`src/rtl/alu_pkg.sv`:
```
// Types and constants shared by the operand entry, ALU and display blocks.
package alu_pkg;

    localparam int ALU_DATA_W = 8;
    localparam int OP_W       = 4;

    typedef enum logic [1:0] {
        ENTER_A  = 2'd0,
        ENTER_B  = 2'd1,
        ENTER_OP = 2'd2,
        PRESENT  = 2'd3
    } entry_state_t;

endpackage

```
`src/rtl/button_debounce.sv`:
```
// Raw push button to single-cycle press pulse: 2-flop synchronizer, stability counter, rising-edge detect.
module button_debounce #(
    parameter int DEBOUNCE_CYCLES = 1_000_000
) (
    input  logic clk,
    input  logic rst,
    input  logic btn,
    output logic press
);

    localparam int CNT_W = $clog2(DEBOUNCE_CYCLES + 1);

    logic             sync1;
    logic             sync2;
    logic             level;
    logic             level_d;
    logic             armed;
    logic [1:0]       fill;
    logic [CNT_W-1:0] cnt;

    always_ff @(posedge clk) begin
        if (rst) begin
            sync1 <= 1'b0;
            sync2 <= 1'b0;
        end else begin
            sync1 <= btn;
            sync2 <= sync1;
        end
    end

    // The level flips only after the input has disagreed with it for DEBOUNCE_CYCLES straight cycles.
    always_ff @(posedge clk) begin
        if (rst) begin
            cnt   <= '0;
            level <= 1'b0;
        end else if (sync2 == level) begin
            cnt <= '0;
        end else if (cnt == CNT_W'(DEBOUNCE_CYCLES - 1)) begin
            cnt   <= '0;
            level <= sync2;
        end else begin
            cnt <= cnt + CNT_W'(1);
        end
    end

    // A button still held through reset must be seen released before it may generate a press;
    // fill waits out the synchronizer so its reset zeros are not mistaken for a release.
    always_ff @(posedge clk) begin
        if (rst) begin
            fill    <= 2'b00;
            armed   <= 1'b0;
            level_d <= 1'b0;
            press   <= 1'b0;
        end else begin
            fill    <= {fill[0], 1'b1};
            armed   <= armed | (fill[1] & ~sync2);
            level_d <= level;
            press   <= level & ~level_d & armed;
        end
    end

endmodule

```
`src/rtl/operand_entry.sv`:
```
// Button-driven entry of operand A, operand B and opcode, presented to the ALU with a valid/ack handshake.
module operand_entry
    import alu_pkg::*;
#(
    parameter int DEBOUNCE_CYCLES = 1_000_000,
    parameter int DATA_W          = ALU_DATA_W
) (
    input  logic              clk,
    input  logic              rst,
    input  logic [DATA_W-1:0] sw,
    input  logic              btn_next,
    input  logic              btn_clr,
    input  logic              op_ack,
    output logic [DATA_W-1:0] a,
    output logic [DATA_W-1:0] b,
    output logic [OP_W-1:0]   op,
    output logic              op_valid,
    output logic [1:0]        stage
);

    entry_state_t state;
    entry_state_t state_next;
    logic         next_press;
    logic         clr_press;

    button_debounce #(.DEBOUNCE_CYCLES(DEBOUNCE_CYCLES)) u_next (
        .clk   (clk),
        .rst   (rst),
        .btn   (btn_next),
        .press (next_press)
    );

    button_debounce #(.DEBOUNCE_CYCLES(DEBOUNCE_CYCLES)) u_clr (
        .clk   (clk),
        .rst   (rst),
        .btn   (btn_clr),
        .press (clr_press)
    );

    always_ff @(posedge clk) begin
        if (rst) begin
            state <= ENTER_A;
        end else begin
            state <= state_next;
        end
    end

    // Clear overrides both the next button and the ALU acknowledge.
    always_comb begin
        state_next = state;
        if (clr_press) begin
            state_next = ENTER_A;
        end else begin
            case (state)
                ENTER_A:  if (next_press) state_next = ENTER_B;
                ENTER_B:  if (next_press) state_next = ENTER_OP;
                ENTER_OP: if (next_press) state_next = PRESENT;
                PRESENT:  if (op_ack)     state_next = ENTER_A;
                default:  state_next = ENTER_A;
            endcase
        end
    end

    always_ff @(posedge clk) begin
        if (rst || clr_press) begin
            a  <= '0;
            b  <= '0;
            op <= '0;
        end else if (next_press) begin
            case (state)
                ENTER_A:  a  <= sw;
                ENTER_B:  b  <= sw;
                ENTER_OP: op <= sw[OP_W-1:0];
                default:  ;
            endcase
        end
    end

    always_comb begin
        op_valid = (state == PRESENT);
        stage    = state;
    end

endmodule
```
`config.mk`:
```
export PLATFORM = sky130hd
export DESIGN_NAME = operand_entry
export DESIGN_NICKNAME = d
export VERILOG_FILES = /design/src/rtl/alu_pkg.sv /design/src/rtl/button_debounce.sv /design/src/rtl/operand_entry.sv
export SDC_FILE = /design/constraint.sdc
export NUM_CORES = 1
export LEC_CHECK = 0
export CORE_MARGIN = 4
export CORE_UTILIZATION = 57
export DETAILED_ROUTE_END_ITERATION = 10
export GPL_ROUTABILITY_DRIVEN = 0
export PLACE_DENSITY = 0.81
export SLEW_MARGIN = 20
export SYNTH_ARGS = -nofsm -noshare
export SYNTH_HDL_FRONTEND = slang
export SYNTH_SLANG_ARGS = --single-unit
```
`constraint.sdc`:
```
create_clock -name clk -period 6 [get_ports clk]
set_clock_uncertainty 0.2 [all_clocks]
set_input_delay 1.2 -clock clk [delete_from_list [all_inputs] [get_ports clk]]
set_output_delay 1.2 -clock clk [all_outputs]
set_load 0.01 [all_outputs]
```
==> impl_results.md <==
* Die area at about 6700 µm²
* Maximum fanout along the worst path at 5
* Clock power share at 46.5%
* Vias per cell at between 5 and 6
* RSZ-0062 raised after global routing: false
* Max VDD drop at 0.261 mV
* Mapped Avg Cell Area at 8.88 µm²
* CTS max path bufs at 2
* ANT cells at 0
* Vias in the first global route at 2407
* Sequential fraction of the synthesis area at roughly half
* Pins Over Slew Limit at 0
* Internal Power at 0.000870 W
* Global-route congestion overflow total at 0
* Final net count at 401
* Clk Tree Root Cell: clkbuf_8
* Initial DRC Count at 126
* Combinational power share at under 10%
* DRC viols at 0
* # setup viols final at 0
* Crit path cell chain: ha_1, clkdlybuf4s50_1
* # fillers at 404
* Hpwl dp at 4360 µm
* Clock insertion delay at the later pin of the skew report at 0.35 ns
* Flops & latches, synth at 76
* Clk pin slew, worst setup/hold paths at 0.07 ns
* Max Freq at 344 MHz
* TNS Setup at 0 ns
* Hold_buf cts at 0
* Status: finished, final reports clean
* Post-CTS resize count at 0
* TritonCTS clock tree: done
* Worst slew pin tran at 1.01 ns
* Synthesized area at just over 3000 µm²
* Sw frac at 20.9%
* Worst Slack Setup Final at approximately 3.1 ns
* Worst Path Class, Setup: flip-flop to output pin
* Relative slew margins at 32.7%
* Startpoint Class: flip-flop
* Synthesized instance count at 350
* GRT Total Usage at about a fifth
* Via Count at 2569
* Worst setup EP type: output pin
* Per-cell routed wire length at 13.8 µm
* Layout cells sized above 1 at 5.17%
* Synth area leaders: dfxtp_1, nand3_1, a21oi_1, xor2_1, nand2_1
* Final ANT Viol Nets at 0
* Number of synthesized flops with an enable pin at 0
* Max Cap Violations at 0
* Crit-path max cell delay at 0.54 ns
* Place WS at 2.59 ns
* Die W at roughly 82 µm
* Final worst-path cycle share at roughly half
* Async SR Flop Fraction at 0%
* Cell row count at 26
* Number of buffers created by CTS at 9
* Req. time, crit path at 4.60 ns
* Yosys cell types at 36
* Period minus WS final at 2.91 ns
* Synth Flop Type: dfxtp_1
* Most frequent cells after synthesis: dfxtp_1, nand3_1, nand2_1
* Initial antenna violation count at 0
* Tot Pwr at 0.00110 W
* NetSw at 0.000230 W
* Most frequent cell after synthesis: dfxtp_1
* Post-synth top area cell: dfxtp_1
* H-tree depth at 3
* Buffer count from post-CTS setup fixing at 0
* WP data arrival at roughly 1.5 ns
* Die height at between 80 and 90 µm
* Lkg Pwr at 1.23 nW
* Port buffer count at 35
* Pwr Density at around 290 nW/µm²
* Critical-path top delay cell: clkdlybuf4s50_1
* Area Overhead vs Synth at 20.8%
* DR pass1 iterations at 4
* Hold crit path type: flip-flop to flip-flop
* Core Box Area at 5200 µm²
* Sink Count at 76
* Final WL at 6320 µm
* IO Pins at 36
* Pin count of the biggest net entering global routing at 25
* Sequential share of power at 47.1%
* First-pass GRT wire length at 10800 µm
* Final hold violation count at 0
* Worst hold margin at 0.194 ns
* Synth Warn # at 0
* Synthesized net count at 369
* Initial Util at 59.7%
* Top-area cell type share of the netlist area at 49.0%
cell families (layout without fill, tap and decap cells):
| family | count (synthesis) | after routing | share of synthesized area [%] |
|---|---|---|---|
| mux | 2 | 2 | 0.644 |
| flops | 76 | 76 | 49.0 |
| buf+inv | 25 | 62 | 3.18 |
| fa+ha+maj | 6 | 6 | 2.42 |
| xor+xnor | 26 | 26 | 7.33 |
| simple gates | 163 | 163 | 27.0 |
| compound gates | 52 | 52 | 10.5 |
through the flow:
stage | area (µm²) | util (%) | instances
detailed placement | 3490 | 67.0 | 441
global placement | 3490 | 67.0 | 441
global route | 3750 | 72.1 | 457
CTS | 3750 | 72.1 | 457
finish | 3750 | 72.1 | 457
floorplan | 3110 | - | 350
power groups by stage:
stage,Sequential (W),Clock [W],Combinational [W]
4_1_cts,0.000517,0.000519,0.0000709
3_5_place_dp,0.000529,0,0.0000699
3_3_place_gp,0.000529,0,0.0000684
5_1_grt,0.000518,0.000540,0.0000784
2_1_floorplan,0.000529,0,0.0000429
6_report,0.000518,0.000512,0.0000706
placed cells by master, fill, tap and decap left out, types with 4 or more instances in the layout:
cell type | Yosys | layout
dfxtp_1 | 76 | 76
nand3_1 | 37 | 37
nand2_1 | 35 | 35
clkdlybuf4s50_1 | 0 | 35
a21oi_1 | 34 | 34
nor2_1 | 32 | 32
xor2_1 | 19 | 19
inv_1 | 11 | 11
nand4_1 | 10 | 10
clkbuf_8 | 0 | 10
o31ai_1 | 9 | 9
xnor2_1 | 7 | 7
or4_1 | 7 | 7
and3_1 | 6 | 6
or3_1 | 6 | 6
nor2b_1 | 6 | 6
ha_1 | 6 | 6
o21ai_0 | 5 | 5
nor4_1 | 4 | 4
nor3_1 | 4 | 4
bufinv_16 | 0 | 4
layout make-up:
class | count | area [µm²] | area share (%)
timing repair buffer | 35 | 350 | 9.33
tap | 70 | 87.6 | 2.33
clock inverter | 4 | 120 | 3.20
multi-input combinational | 249 | 1490 | 39.6
clock buffer | 12 | 145 | 3.87
sequential | 76 | 1520 | 40.5
inverter | 11 | 41.3 | 1.10
sequential cells by signal, summed over array words and instances (netlist names), 2 cells and up:
name,flops
u_clr.cnt,20
u_next.cnt,20
a,8
b,8
op,4
stage,2
u_clr.fill,2
worst max-delay path: cells and delay by family (launching register included):
family     cells  cell delay (ns)
buf+inv        1             0.54
flops          1             0.42
fa+ha+maj      1             0.20
per-layer routing:
metal / wire length, µm / GRT usage, % / up-vias
li1: - / - / 1288
met1: 2930 / 26.7 / 1201
met4: 120 / 9.47 / 0
met2: 2950 / 33.7 / 71
met5: 0 / 0 / -
met3: 317 / 4.06 / 9
path summary, 6_finish.rpt:
kind,depth (start not counted),startpoint,to,slack (ns)
min reg2reg,1,u_clr.level_d,u_clr.press,0.19
max reg2reg,5,u_clr.cnt[0],u_clr.cnt[12],3.45
min,1,u_clr.level_d,u_clr.press,0.19
max,2,stage[1],op_valid,3.09
Power figures use the tool's default switching activity.
